**config.mk**
```make
export PLATFORM = sky130hd
export DESIGN_NAME = controle_multiciclo
export DESIGN_NICKNAME = d
export VERILOG_FILES = /design/src/rtl/controle_multiciclo_pkg.sv /design/src/rtl/controle_multiciclo.sv
export SDC_FILE = /design/constraint.sdc
export NUM_CORES = 1
export LEC_CHECK = 0
export BUFFER_PORTS_ARGS = -buffer_cell sky130_fd_sc_hd__buf_2
export CAP_MARGIN = 20
export CELL_PAD_IN_SITES_DETAIL_PLACEMENT = 1
export CELL_PAD_IN_SITES_GLOBAL_PLACEMENT = 2
export CORE_ASPECT_RATIO = 0.6
export CORE_MARGIN = 2
export CORE_UTILIZATION = 29
export DETAILED_ROUTE_END_ITERATION = 6
export GPL_TIMING_DRIVEN = 0
export MAX_ROUTING_LAYER = met4
export PLACE_DENSITY = 0.79
export SLEW_MARGIN = 20
export SYNTH_ARGS = -nofsm -noshare
export SYNTH_HDL_FRONTEND = slang
export SYNTH_SLANG_ARGS = --single-unit
```
**constraint.sdc**
```tcl
create_clock -name clk -period 2.4 [get_ports clk]
set_clock_uncertainty 0.2 [all_clocks]
set_input_delay 0.6 -clock clk [delete_from_list [all_inputs] [get_ports clk]]
set_output_delay 0.6 -clock clk [all_outputs]
set_load 0.005 [all_outputs]
```
**src/rtl/controle_multiciclo_pkg.sv**
```systemverilog
// Shared MIPS control definitions: opcodes, FSM state encoding and datapath select codes.
// The datapath muxes import the same constants so both sides agree on the encodings.
package controle_multiciclo_pkg;

    localparam logic [5:0] OP_RTYPE = 6'b000000;
    localparam logic [5:0] OP_LW    = 6'b100011;
    localparam logic [5:0] OP_SW    = 6'b101011;
    localparam logic [5:0] OP_BEQ   = 6'b000100;
    localparam logic [5:0] OP_ADDI  = 6'b001000;
    localparam logic [5:0] OP_J     = 6'b000010;

    typedef enum logic [3:0] {
        FETCH    = 4'd0,
        DECODE   = 4'd1,
        MEMADR   = 4'd2,
        MEMREAD  = 4'd3,
        MEMWB    = 4'd4,
        MEMWRITE = 4'd5,
        EXECUTE  = 4'd6,
        ALUWB    = 4'd7,
        BRANCH   = 4'd8,
        ADDIEXEC = 4'd9,
        ADDIWB   = 4'd10,
        JUMP     = 4'd11
    } estado_t;

    localparam logic [1:0] ALUOP_ADD   = 2'b00;
    localparam logic [1:0] ALUOP_SUB   = 2'b01;
    localparam logic [1:0] ALUOP_FUNCT = 2'b10;

    localparam logic [1:0] PCSRC_ALU    = 2'b00;
    localparam logic [1:0] PCSRC_ALUOUT = 2'b01;
    localparam logic [1:0] PCSRC_JUMP   = 2'b10;

    localparam logic [1:0] SRCB_B       = 2'b00;
    localparam logic [1:0] SRCB_4       = 2'b01;
    localparam logic [1:0] SRCB_IMM     = 2'b10;
    localparam logic [1:0] SRCB_IMM_SH2 = 2'b11;

endpackage

```
**src/rtl/controle_multiciclo.sv**
```systemverilog
// Multicycle MIPS main control: Moore FSM with memory-handshake-qualified enables
// and a retired-instruction counter for debug.
//
// state    | meaning
// FETCH    | read instruction at PC, load IR and PC+4 when memory is ready
// DECODE   | register read, branch target into ALUOut
// MEMADR   | effective address for lw/sw
// MEMREAD  | data read, waits on mem_pronto
// MEMWB    | load result into rt
// MEMWRITE | data write, waits on mem_pronto
// EXECUTE  | R-type ALU operation
// ALUWB    | R-type result into rd
// BRANCH   | beq compare and conditional PC load
// ADDIEXEC | addi ALU operation
// ADDIWB   | addi result into rt
// JUMP     | PC load from jump target
module controle_multiciclo
    import controle_multiciclo_pkg::*;
#(
    parameter int LARGURA_CONT = 32
) (
    input  logic                    clk,
    input  logic                    reset,
    input  logic [5:0]              opcode,
    input  logic                    mem_pronto,
    output logic                    mem_req,
    output logic                    MemWrite,
    output logic                    IorD,
    output logic                    IRWrite,
    output logic                    PCWrite,
    output logic                    Branch,
    output logic [1:0]              PCSrc,
    output logic                    ALUSrcA,
    output logic [1:0]              ALUSrcB,
    output logic [1:0]              ALUOp,
    output logic                    RegDst,
    output logic                    MemToReg,
    output logic                    RegWrite,
    output logic                    erro_opcode,
    output logic [LARGURA_CONT-1:0] instr_count
);

    estado_t                 state_q, state_d;
    logic [LARGURA_CONT-1:0] count_q, count_d;
    logic                    retira;

    always_ff @(posedge clk) begin
        if (reset) begin
            state_q <= FETCH;
            count_q <= '0;
        end else begin
            state_q <= state_d;
            count_q <= count_d;
        end
    end

    always_comb begin
        state_d = state_q;
        case (state_q)
            FETCH:    if (mem_pronto) state_d = DECODE;
            DECODE: begin
                case (opcode)
                    OP_LW, OP_SW: state_d = MEMADR;
                    OP_RTYPE:     state_d = EXECUTE;
                    OP_BEQ:       state_d = BRANCH;
                    OP_ADDI:      state_d = ADDIEXEC;
                    OP_J:         state_d = JUMP;
                    default:      state_d = FETCH;
                endcase
            end
            MEMADR:   state_d = (opcode == OP_SW) ? MEMWRITE : MEMREAD;
            MEMREAD:  if (mem_pronto) state_d = MEMWB;
            MEMWRITE: if (mem_pronto) state_d = FETCH;
            EXECUTE:  state_d = ALUWB;
            ADDIEXEC: state_d = ADDIWB;
            MEMWB, ALUWB, BRANCH, ADDIWB, JUMP: state_d = FETCH;
            default:  state_d = FETCH;
        endcase
    end

    // Only terminal states retire; a DECODE abort on a bad opcode does not.
    always_comb begin
        retira = 1'b0;
        case (state_q)
            MEMWB, ALUWB, BRANCH, ADDIWB, JUMP: retira = 1'b1;
            MEMWRITE:                           retira = mem_pronto;
            default:                            retira = 1'b0;
        endcase
        count_d = retira ? count_q + LARGURA_CONT'(1) : count_q;
    end

    assign instr_count = count_q;

    always_comb begin
        mem_req     = 1'b0;
        MemWrite    = 1'b0;
        IorD        = 1'b0;
        IRWrite     = 1'b0;
        PCWrite     = 1'b0;
        Branch      = 1'b0;
        PCSrc       = PCSRC_ALU;
        ALUSrcA     = 1'b0;
        ALUSrcB     = SRCB_B;
        ALUOp       = ALUOP_ADD;
        RegDst      = 1'b0;
        MemToReg    = 1'b0;
        RegWrite    = 1'b0;
        erro_opcode = 1'b0;
        case (state_q)
            FETCH: begin
                mem_req = 1'b1;
                ALUSrcB = SRCB_4;
                IRWrite = mem_pronto;
                PCWrite = mem_pronto;
            end
            DECODE: begin
                ALUSrcB = SRCB_IMM_SH2;
                case (opcode)
                    OP_RTYPE, OP_LW, OP_SW, OP_BEQ, OP_ADDI, OP_J: erro_opcode = 1'b0;
                    default:                                       erro_opcode = 1'b1;
                endcase
            end
            MEMADR, ADDIEXEC: begin
                ALUSrcA = 1'b1;
                ALUSrcB = SRCB_IMM;
            end
            MEMREAD: begin
                mem_req = 1'b1;
                IorD    = 1'b1;
            end
            MEMWB: begin
                MemToReg = 1'b1;
                RegWrite = 1'b1;
            end
            MEMWRITE: begin
                mem_req  = 1'b1;
                IorD     = 1'b1;
                MemWrite = 1'b1;
            end
            EXECUTE: begin
                ALUSrcA = 1'b1;
                ALUOp   = ALUOP_FUNCT;
            end
            ALUWB: begin
                RegDst   = 1'b1;
                RegWrite = 1'b1;
            end
            BRANCH: begin
                ALUSrcA = 1'b1;
                ALUOp   = ALUOP_SUB;
                PCSrc   = PCSRC_ALUOUT;
                Branch  = 1'b1;
            end
            ADDIWB:   RegWrite = 1'b1;
            JUMP: begin
                PCSrc   = PCSRC_JUMP;
                PCWrite = 1'b1;
            end
            default: ;
        endcase
        // Reset must never let a stale state touch memory, PC, IR or registers.
        if (reset) begin
            mem_req     = 1'b0;
            MemWrite    = 1'b0;
            IRWrite     = 1'b0;
            PCWrite     = 1'b0;
            Branch      = 1'b0;
            RegWrite    = 1'b0;
            erro_opcode = 1'b0;
        end
    end

endmodule

```
# Yosys cells after proc, flatten, opt, wreduce, memory -nomap -nowiden
# Cells that the tools add are included.
[totals]
regBits = 36
in_bits = 9
output_inout_bits = 49
word_cells = 62
[classes]
n_addsub = 1
n_eq_ne = 19
n_mux = 29
reduce_logical = 11
[op_table]
columns = ["operator", "count"]
rows = [
  ["$add 32x1->32 const B", 1],
  ["$pmux 4 s7", 1],
  ["$pmux 4 s5", 1],
  ["$mux 1", 18],
  ["$eq 4x3->1 const B", 4],
  ["$eq 4x4->1 const B", 4],
  ["$eq 6x6->1 const B", 2],
  ["$mux 4", 3],
  ["$eq 4x2->1 const B", 2],
  ["$pmux 2 s2", 2],
  ["$eq 6x2->1 const B", 1],
  ["$eq 6x3->1 const B", 1],
  ["$eq 6x4->1 const B", 1],
  ["$logic_not 6->1", 1],
  ["$ne 2x2->1 const B", 3],
  ["$pmux 2 s3", 1],
  ["$reduce_or 2->1", 3],
  ["$reduce_or 3->1", 2],
  ["$reduce_or 6->1", 1],
  ["$reduce_or 5->1", 1],
  ["$eq 4x1->1 const B", 1],
  ["$logic_not 4->1", 1],
  ["$pmux 1 s2", 2],
  ["$reduce_or 4->1", 1],
  ["2 further kinds", 2],
]

# Depth between registers and ports, before layout
[depth]
word_depth = 5
ltp_mapped = 8
depth_no_buf = 5

# Least setup slack after synthesis
# OpenSTA, ideal clock, no wires.
[synth_path]
path_kind = "input port to output port"
from = "in reset"
to = "out IRWrite"
arrival_ns = 1.245
required_ns = 1.600
path_slack_ns = 0.355
path_stages = 5
n_path_buf = 2
path_cell_list = "clkbuf_1 clkbuf_1 nor2_1 nand2_1 nor3_1"
[synth_via]
elab_chain_len = 1
[synth_rtl]
columns = ["item", "line_no", "rtl"]
rows = [
  ["start, declared", "controle_multiciclo.sv:23", "input logic reset,"],
  ["$mux 1", "controle_multiciclo.sv:162", "if (reset) begin"],
  ["end, declared", "controle_multiciclo.sv:29", "output logic IRWrite,"],
]
# Every way passes these cells.

# Final worst setup path
[layout_path]
from = "in opcode[2]"
to = "out erro_opcode"
[layout_via]
elab_chain_len = 5
word_cells_on_any_way = 10
classes_between = "eq/ne (5); mux (3); reduce/logical (2)"
[layout_rtl]
columns = ["item", "line_no", "rtl"]
rows = [
  ["start, declared", "controle_multiciclo.sv:24", "input logic [5:0] opcode,"],
  ["$eq 6x6->1, or another cell as far along", "controle_multiciclo.sv:118", "case (opcode)"],
  ["$reduce_or 6->1 *", "controle_multiciclo.sv:118", ""],
  ["$mux 1 *", "controle_multiciclo.sv:118", ""],
  ["$mux 1 *", "controle_multiciclo.sv:109", "case (state_q)"],
  ["$mux 1 *", "controle_multiciclo.sv:162", ""],
  ["end, declared", "controle_multiciclo.sv:39", "output logic erro_opcode,"],
]
# Every way passes the cells marked *; elsewhere a longest branch is shown, timed or not.

==> results by group <==
Timing
  • Slack of the critical path: 0.06504 ns
  • Final min period: 2.335 ns
  • Fraction of the cycle the final worst path needs: 0.9729
  • Fmax: 0.4283 GHz
  • Slew headroom: 0.6469
  • Fin. Hold Viols: 0
  • Max-slew violation count: 0
  • Least-Margin Pin Slew: 0.5297 ns
  • Setup Viol. Count Final: 0

Logic synthesis
  • Seq/Total Area, Yosys: 0.3386
  • Most used DFF post-synth: dfxtp_1
  • Synth Warn #: 0
  • Synth Area in Compound Gates: 0.1740
  • Seq cells post-synth: 36
  • Async S/R FF share, synth: 0
  • Main combinational cell family by area after synthesis: simple AND/OR/NAND/NOR gates
  • Syn Nets: 288
  • Yosys top cell area share: 0.3386
  • Unique masters post-synth: 44
  • Synth Area in XOR/XNOR: 0.04938
  • Synth Area in Simple Gates: 0.3686
  • Area leader, netlist: dfxtp_1
  • Multiplexer share of the synthesized area: 0.009406
  • Post-synth EDFFs: 0
  • Adder-Cell Fraction of Synth Area: 0.005879
  • Syn Area/Cell: 7.656 um^2
  • Cells after Synth: 278
  • Mapped cell area: 2128 um^2
  • Ranking of synthesized cells by area: dfxtp_1 (34%), a21oi_1 (6.6%), nor2_1 (4.6%)

Setup path
  • Startpoint class of the critical path: primary input
  • Max FO, Critical Path: 3
  • Critical path's slowest cell: nor4_2
  • Setup crit end kind: primary output
  • WS Path Type: in -> out
  • Max incr delay on CP: 0.25 ns
  • WP data arrival: 1.53 ns
  • Worst Path Required: 1.60 ns
  • Critical path, cell by cell: buf_2 -> xor2_2 -> o21ai_1 -> nor4_2 -> buf_4 -> nor2_1 -> buf_2
  • Most used cell, CP: buf_2

Power and ir drop
  • Leak: 0.001075 uW
  • Peak supply drop: 235.9 uV
  • Pwr dens: 518.1 nW/um^2

Layout
  • Fillers: 890
  • Register cell area after layout: 721.9 um^2
  • N_diodes: 0
  • Multi-input combinational cell area: 1324 um^2
  • Cell area after layout: 2784 um^2
  • Area grow syn2layout: 30.81%
  • Leading cell types in the layout, fill and taps excluded: buf_2 (60), dfxtp_1 (35), a21oi_1 (28)
  • Layout cells sized above 1: 0.2767
  • # nets final: 356
  • Most common cell after layout, fill and taps aside: buf_2

Global routing
  • Total GRT Usage: 0.1837
  • Initial antenna violation count: 0
  • Largest net degree at the start of global routing: 12
  • Global-route wire length before repair: 11330 um
  • Number of global-route vias before repair: 2155
  • Overflow after GRT: 0

Hold path
  • Min-Delay Path Class: reg -> reg

Clock network
  • Num CTS Buffers: 5
  • CTS H-tree lvls: 2
  • Reg clk slew, reported paths: 0.06 ns
  • Clk sink count: 36
  • Hold-fix buffers, CTS: 0
  • Max Buffers Root-to-Sink: 2
  • CTS Root Cell: clkbuf_16
  • Worst-Skew Late Latency: 0.28 ns
  • CTS tree: yes

Route
  • DR vias/cell: 5.534
  • WL final: 7136 um
  • DRT iter0 DRCs: 208
  • Routed wire per std cell: 16.29 um
  • DR vias: 2424
  • Pre-antenna DRT Iters: 4
  • DR DRC count: 0
  • Antenna-violating nets left: 0

Placed design
  • RD Place Congestion: 0.8257
  • IO Port Bufs: 56
  • Pre-CTS WS: -0.1264 ns
  • Post-DP HPWL: 5205 um
  • Placed Area: 2522 um^2

Floorplan
  • Die H: 70.36 um
  • Row cnt: 24
  • Die width: 114.6 um
  • Top-Level Pins: 58
  • Core Region: 7177 um^2
  • Initial cell density of the core: 0.2965
  • Die area: 8063 um^2

Flow run
  • Max_cap viols: 0

Status
  • Status: complete, no violations
-- cell usage after synthesis, types with 4 or more instances --
cell / number
nand3_1: 12
nand2b_1: 5
o21ai_0: 8
dfxtp_1: 36
nand4_1: 9
a21oi_1: 28
nand2_1: 21
inv_1: 6
nor2_1: 26
nor3_1: 13
clkbuf_1: 9
and4_1: 5
or3_1: 14
xnor2_1: 5
and3_1: 5
xor2_1: 7
nor4_1: 10
o31ai_1: 4
buf_2: 5
o21ai_1: 14
-- flip-flops by register name (all words and copies together), names as in the netlist --
register     cells
state_q          4
instr_count     32
-- area by class of cell --
| class | count | area share |
|---|---|---|
| plain buffers | 18 | 0.04225 |
| clock buffers | 6 | 0.04629 |
| clock inverters | 2 | 0.01258 |
| inverters | 6 | 0.008090 |
| multi-input cells | 218 | 0.4755 |
| flip-flops and latches | 36 | 0.2593 |
| well taps | 91 | 0.04090 |
| repair buffers | 61 | 0.1151 |
-- stage by stage --
stage | power (uW) | hold WS (ns) | std cells | TNS [ns] | util
after floorplan | 666.3 | 0.2631 | 278 | 0 | -
after global placement | 701.7 | 0.2661 | 425 | -0.2670 | 0.3515
after detailed placement | 702.8 | 0.2712 | 425 | -0.2901 | 0.3515
after CTS | 1451 | 0.2813 | 433 | 0 | 0.3774
after global routing | 1499 | 0.2990 | 438 | -0.04413 | 0.3879
final | 1442 | 0.2830 | 438 | 0 | 0.3879
-- critical path, delay by kind of cell --
family | cells | cell delay, ns
xor gates and xnor gates | 1 | 0.14
buffers and inverters | 3 | 0.42
and+or+nand+nor | 2 | 0.29
AOI/OAI and AO/OA | 1 | 0.08
-- what timing repair did --
action / in CTS / in global routing
gates resized for setup: 9 / 21
pin swaps: 0 / 4
buffers inserted: 0 / 5
endpoints found under the setup margin: 10 / 16
-- worst paths after layout --
check                                startpoint               to  slack [ns]  cells past startpoint
worst max-delay path                  opcode[2]      erro_opcode        0.07                      7
worst min-delay path            instr_count[31]  instr_count[31]        0.28                      2
worst max register to register  instr_count[12]  instr_count[30]        0.18                      5
worst min register to register  instr_count[31]  instr_count[31]        0.28                      2
-- cell families after synthesis --
family,count (synthesis)
buffers and inverters,24
muxes,2
DFF,36
and+or+nand+nor,139
xor gates and xnor gates,12
AOI/OAI and AO/OA,64
adders and majority gates,1
-- report_power, final --
part / total (uW) / internal, uW / switching, uW / leakage, uW
Sequential: 602 / 600 / 2.30 / 0.000290
Clock: 742 / 489 / 253 / 0.0000808
Combinational: 98.7 / 35.3 / 63.5 / 0.000704
Total: 1440 / 1120 / 319 / 0.00108
-- metal layers --
metal,GRT usage,part of all wire,vias up
met2,0.2308,0.40,60
met5,-,0,-
met4,0.05014,0.0090,0
met3,0.03385,0.053,8
met1,0.2895,0.54,1185
li1,-,-,1171
(Power assumes the default switching activity.)
